===== config.mk =====
export PLATFORM = sky130hd
export DESIGN_NAME = adc_spi_serializer
export DESIGN_NICKNAME = d
export VERILOG_FILES = /design/src/rtl/adc_spi_serializer.sv
export SDC_FILE = /design/constraint.sdc
export NUM_CORES = 1
export LEC_CHECK = 0
export ABC_AREA = 1
export CORE_MARGIN = 3
export CORE_UTILIZATION = 56
export CTS_CLUSTER_DIAMETER = 60
export DETAILED_ROUTE_END_ITERATION = 7
export GPL_TIMING_DRIVEN = 1
export HOLD_SLACK_MARGIN = 0.02
export PLACE_DENSITY = 0.83
export SLEW_MARGIN = 25
export SYNTH_ARGS = -nofsm -noshare
export SYNTH_HDL_FRONTEND = slang
export SYNTH_SLANG_ARGS = --single-unit

===== constraint.sdc =====
create_clock -name clk -period 2.47 [get_ports clk]
set_input_delay 0.741 -clock clk [delete_from_list [all_inputs] [get_ports clk]]
set_output_delay 0.741 -clock clk [all_outputs]
set_load 0.01 [all_outputs]

===== src/rtl/adc_spi_serializer.sv =====
// ADC 3-wire SPI serializer: shifts one 24-bit instruction word MSB-first
// while csb is low, turns SDIO around on read frames and returns the data byte.
module adc_spi_serializer #(
  parameter int unsigned FRAME_BITS = 24,
  parameter int unsigned HDR_BITS   = 16,
  parameter int unsigned RD_BITS    = 8
) (
  input  logic                  clk,
  input  logic                  rstb,
  input  logic                  load,
  input  logic                  csb,
  input  logic [FRAME_BITS-1:0] cfg_word,
  output logic                  adc_csb,
  output logic                  adc_sclk_en,
  output logic                  adc_sdio_o,
  output logic                  adc_sdio_oe,
  input  logic                  adc_sdio_i,
  output logic [RD_BITS-1:0]    rd_data,
  output logic                  rd_valid,
  output logic                  frame_err
);

  localparam int unsigned CNT_W   = 5;
  localparam int unsigned CNT_MAX = (1 << CNT_W) - 1;
  localparam int unsigned CAP_W   = $clog2(RD_BITS + 1);

  logic [FRAME_BITS-1:0] shreg;
  logic [CNT_W-1:0]      bit_cnt;
  logic                  rd_flag;
  logic [RD_BITS-1:0]    cap_reg;
  logic [CAP_W-1:0]      cap_cnt;
  logic                  rd_pend;

  logic oe_next_c;
  logic frame_end_c;
  logic cap_en_c;

  // Launch/turnaround/capture decisions for the current cycle
  always_comb begin
    oe_next_c   = 1'b1;
    frame_end_c = 1'b0;
    cap_en_c    = 1'b0;
    // header bits always driven; data phase released only on reads
    oe_next_c   = (bit_cnt < CNT_W'(HDR_BITS)) || !rd_flag;
    // registered adc_csb low while csb is high marks the first cycle after a window
    frame_end_c = csb && !adc_csb;
    // bit k (k >= HDR_BITS) is sampled on the edge ending its pin cycle, when bit_cnt = k+1;
    // the last one lands on the frame-end edge with bit_cnt = FRAME_BITS
    cap_en_c    = rd_flag && !adc_csb &&
                  (bit_cnt > CNT_W'(HDR_BITS)) &&
                  (bit_cnt <= CNT_W'(FRAME_BITS)) &&
                  (cap_cnt < CAP_W'(RD_BITS));
  end

  // Shift, capture and frame bookkeeping
  always_ff @(posedge clk or negedge rstb) begin
    if (!rstb) begin
      adc_csb     <= 1'b1;
      adc_sclk_en <= 1'b0;
      adc_sdio_o  <= 1'b0;
      adc_sdio_oe <= 1'b0;
      rd_data     <= '0;
      rd_valid    <= 1'b0;
      frame_err   <= 1'b0;
      shreg       <= '0;
      bit_cnt     <= '0;
      rd_flag     <= 1'b0;
      cap_reg     <= '0;
      cap_cnt     <= '0;
      rd_pend     <= 1'b0;
    end else begin
      rd_valid  <= 1'b0;
      frame_err <= 1'b0;
      rd_pend   <= 1'b0;

      // publish read data one cycle after a correctly sized read frame closes
      if (rd_pend) begin
        rd_data  <= cap_reg;
        rd_valid <= 1'b1;
      end

      if (cap_en_c) begin
        cap_reg <= {cap_reg[RD_BITS-2:0], adc_sdio_i};
        cap_cnt <= cap_cnt + CAP_W'(1);
      end

      if (!csb) begin
        adc_csb     <= 1'b0;
        adc_sclk_en <= 1'b1;
        adc_sdio_oe <= oe_next_c;
        adc_sdio_o  <= oe_next_c & shreg[FRAME_BITS-1];
        shreg       <= {shreg[FRAME_BITS-2:0], 1'b0};
        if (bit_cnt != CNT_W'(CNT_MAX)) begin
          bit_cnt <= bit_cnt + CNT_W'(1);
        end
      end else begin
        if (frame_end_c) begin
          adc_csb     <= 1'b1;
          adc_sclk_en <= 1'b0;
          adc_sdio_oe <= 1'b0;
          adc_sdio_o  <= 1'b0;
          frame_err   <= (bit_cnt != CNT_W'(FRAME_BITS));
          rd_pend     <= rd_flag && (bit_cnt == CNT_W'(FRAME_BITS));
          // clear so a frame without a preceding load still counts from zero
          bit_cnt     <= '0;
          cap_cnt     <= '0;
        end
        if (load) begin
          shreg   <= cfg_word;
          rd_flag <= cfg_word[FRAME_BITS-1];
          bit_cnt <= '0;
        end
      end
    end
  end

endmodule

**Word-level counts from Yosys, hierarchy flattened**

Index checks and enable logic that the tools add are counted.
Widths: inputs -> output; s select.

- Bits of input ports: 29
- Logic and storage cells: 58
- Output and inout port bits: 14
- Register bits: 57

- Mux-type cells: 20
- Add/sub/neg operators: 2
- $lt $le $gt $ge: 4
- Equality and inequality tests: 6
- Reductions and logical operators: 12
- Bitwise gates (word level): 1

Operator list:

| kind | number |
|---|---|
| $mux 24 | 2 |
| $mux 5 | 4 |
| $mux 4 | 3 |
| $mux 1 | 11 |
| $ne 5x5->1 const B | 2 |
| $logic_and 1x1->1 | 6 |
| $add 5x1->5 const B | 1 |
| $eq 5x5->1 const B | 1 |
| $gt 5x5->1 const B | 1 |
| $le 5x5->1 const B | 1 |
| $lt 5x5->1 const B | 1 |
| $add 4x1->4 const B | 1 |
| $lt 4x4->1 const B | 1 |
| $reduce_and 2->1 | 2 |
| $ne 3x2->1 const B | 1 |
| $logic_not 1->1 | 2 |
| $ne 2x1->1 const B | 1 |
| $ne 2x2->1 const B | 1 |
| $reduce_bool 2->1 | 1 |
| $and 1x1->1 | 1 |
| $logic_or 1x1->1 | 1 |

**Logic depth before layout (Yosys ltp)**

- Depth after elaboration: 8
- Gate-level depth with buffers: 9
- Depth with buffers taken out: 9

**Worst setup path before layout**

Ideal clock, no wire load.

- Path type: input port to flip-flop
- Start: in csb
- End: reg shreg[13]
- Setup time: 138 ps
- Stages: 5
- Required time: 2,332 ps
- Path buffers: 1
- Slack: 997 ps
- Data arrival time: 1,335 ps
- Path through: buf_4 nand2_2 clkinv_1 nand2_1 o211ai_1

- Word-level cells in the longest chain between the ends: 1

RTL lines:

| what | line | RTL |
|---|---|---|
| start, declared | 11 | `input logic csb,` |
| $ne 2x2->1 (no line) or $mux 24 (tied branches) | -- |  |
| end signal, assigned | 92 | `shreg <= {shreg[FRAME_BITS-2:0], 1'b0};` |
| end signal, assigned | 109 | `shreg <= cfg_word;` |
| end, declared | 27 | `logic [FRAME_BITS-1:0] shreg;` |

Parallel ways exist; a longest one is shown, timed or not.
A chain may end at the register's enable or synchronous reset.

**Worst setup path in the final report**

- Start: reg adc_csb
- End: out adc_csb

RTL lines:

| what | line | RTL |
|---|---|---|
| start, declared | 13 | `output logic adc_csb,` |
| start signal, assigned | 58 | `adc_csb <= 1'b1;` |
| start signal, assigned | 88 | `adc_csb <= 1'b0;` |
| start signal, assigned | 98 | `adc_csb <= 1'b1;` |

No word-level cell between the ends.

==> results by group <==
Status
  • Run status: completed

Floorplanning
  • Full die area: 5290 um2
  • I/O pins: 43
  • Die width: 72.7 um
  • Core area: 4140 um2
  • Die Ht: 72.7 um
  • Starting Density: 60.2%
  • # rows: 23

Synth
  • Synth async-reset ratio: 100%
  • Post-synth EDFFs: 0
  • Register area share after synthesis: 57.2%
  • Ys Warns: 0
  • Most common cell in the synthesized netlist: nand2_1
  • Netlist cell types: 31
  • Synth top area share: 56.2%
  • Mapped cell area: 2490 um2
  • Post-Syn Nets: 290
  • Top cells by area, synth: dfrtp_1 (56%), nand2_1 (9.8%), inv_1 (4.8%)
  • Synthesized area per cell: 9.71 um2
  • Area leader, netlist: dfrtp_1
  • Most common library cells after synthesis: nand2_1 (65), dfrtp_1 (56), inv_1 (32), nor2_1 (11)
  • Cells after synthesis: 257
  • Flop and latch count out of synthesis: 57
  • Synth Flop Type: dfrtp_1

Flow run
  • MaxCap Viol Count: 0

Worst setup path
  • Reg-to-reg startpoint: bit_cnt[0]
  • R2R depth: 7
  • CP endpoint kind: primary output
  • Worst path bufs/invs: 1
  • FF-to-FF End: cap_reg[0]
  • CP arrival: 1.45 ns
  • Crit path to: adc_csb
  • CP startpoint kind: register
  • Critical path type: reg2out
  • Critical path launch point: adc_csb
  • Top delay family on crit path: flip-flops
  • Crit-path cells: clkdlybuf4s50_1
  • Max incr delay on CP: 0.58 ns
  • Worst path depth: 1
  • Worst R2R Setup Slack: 0.90 ns
  • Worst path slowest cell: dfstp_2
  • Worst EP required: 1.73 ns
  • CP Max Fanout: 5

Timing
  • Fmax: 0.456 GHz
  • Fin crit period: 2.19 ns
  • Slew at the pin with the worst max-slew slack: 0.546 ns
  • Setup violators final: 0
  • Final Cycle Share: 88.8%
  • Clk_skew: 0.00764 ns
  • Fin. Hold Viols: 0
  • Setup TNS Final: 0 ns
  • Unrepaired setup endpoints after global routing: false
  • Slew HR: 63.6%
  • Max-slew violation count: 0

Drt
  • DRT iter0 DRCs: 110
  • Wire length per cell: 13.3 um
  • Via count: 1885
  • DRC viols: 0
  • WL final: 4780 um
  • Final ANT Viol Nets: 0
  • Drt first pass iters: 5
  • Via-to-Cell Ratio: 5.22

GRT
  • Remaining global-route overflow: 0
  • Initial antenna violation count: 0
  • Largest net degree at the start of global routing: 26
  • All-layer global routing usage: 20.3%
  • First-pass GRT wire length: 8160 um
  • Vias in the first global route: 1936

Pwr
  • Leakage: 1.49 nW
  • PD cells: 726 nW/um2
  • VDD IR max: 0.000457 V

Clocking
  • Clock buffer depth: 2
  • Post-cts resize count: 0
  • Clk Tree Root Cell: clkbuf_8
  • CTS buffer count: 9
  • CTS Sinks: 57
  • Skew-Pair Late Insertion Delay: 0.33 ns
  • Post-CTS Setup Repair Bufs: 0
  • H-tree Lvls: 3
  • CTS tree: yes
  • Hold buffer count at cts: 0
  • Clock slew at reported path FFs: 0.07 ns

Cells and area
  • Ant diodes: 0
  • Layout cells sized above 1: 15.1%
  • Fillers: 309
  • P&R area growth vs syn: 28.5%
  • NumNets Final: 339
  • Max reg flops: 24
  • Design area: 3210 um2

Min path
  • Worst min path class: in2async

Placed design
  • Buffers on Ports: 42
  • Placed wire-length estimate: 3380 um
  • GPL Wtd Cong: 0.758
  • DP Area: 2960 um2
-- how the worst min path moves through the flow --
stage,startpoint,end,slack [ns],cells past startpoint
final,rstb,cap_reg[1],0.39,1
after global placement,adc_sclk_en,adc_sclk_en,0.45,2
after detailed placement,cap_reg[5],cap_reg[5],0.47,2
after global routing,rstb,adc_sdio_oe,0.43,1
after floorplan,rd_pend,rd_valid,0.43,0
after CTS,rstb,adc_sdio_oe,0.41,1
-- cells by family after synthesis --
family,count (synthesis),synth area share [%]
DFF,57,57.2
muxes,3,1.35
and+or+nand+nor,101,18.7
AOI/OAI and AO/OA,46,13.2
buffers and inverters,46,7.52
adders and majority gates,4,2.01
-- stage by stage --
step | hold WS (ns) | worst slack (ns) | std cells | util, % | power (mW)
after floorplan | 0.433 | 0.997 | 257 | - | 1.17
after global placement | 0.455 | 0.364 | 345 | 71.5 | 1.28
after detailed placement | 0.469 | 0.333 | 345 | 71.5 | 1.29
after CTS | 0.408 | 0.263 | 361 | 77.4 | 2.34
after global routing | 0.426 | 0.237 | 361 | 77.4 | 2.43
final | 0.392 | 0.277 | 361 | 77.4 | 2.33
-- where the power goes --
group / switching (mW) / leakage (nW) / internal (mW) / total [mW]
Combinational: 0.127 / 0.632 / 0.112 / 0.239
Sequential: 0.0338 / 0.738 / 1.00 / 1.04
Clock: 0.357 / 0.120 / 0.696 / 1.05
Total: 0.518 / 1.49 / 1.81 / 2.33
-- metal layers --
layer | track usage (%) | vias to the layer above | routed length [um]
met5 | 0 | - | 0
met4 | 9.84 | 0 | 74
met3 | 4.27 | 8 | 184
met2 | 33.8 | 41 | 2320
met1 | 25.1 | 895 | 2200
li1 | - | 941 | -
-- cells in the final DEF (no fill, tap or decap), types with 3 or more instances in the layout --
cell type,instances
a21oi_1,9
o21ai_0,7
nor2_1,11
nand2_1,65
o21ai_2,6
clkbuf_8,10
buf_4,5
mux2_2,3
nand2_2,4
clkdlybuf4s50_1,41
o221ai_1,9
ha_1,4
bufinv_16,3
nand4_1,7
inv_2,4
inv_1,32
dfrtp_1,56
nand3_1,8
o211ai_1,9
a21oi_2,3
-- final cells by class --
| cell class | instances | area, um2 | share of cell area (%) |
|---|---|---|---|
| repair buffers | 47 | 453 | 14.1 |
| multi-input cells | 154 | 880 | 27.4 |
| well taps | 50 | 62.6 | 1.95 |
| clock inverters | 5 | 103 | 3.20 |
| flip-flops and latches | 57 | 1430 | 44.5 |
| inverters | 37 | 139 | 4.33 |
| clock buffers | 11 | 141 | 4.41 |
(Power assumes the default switching activity.)
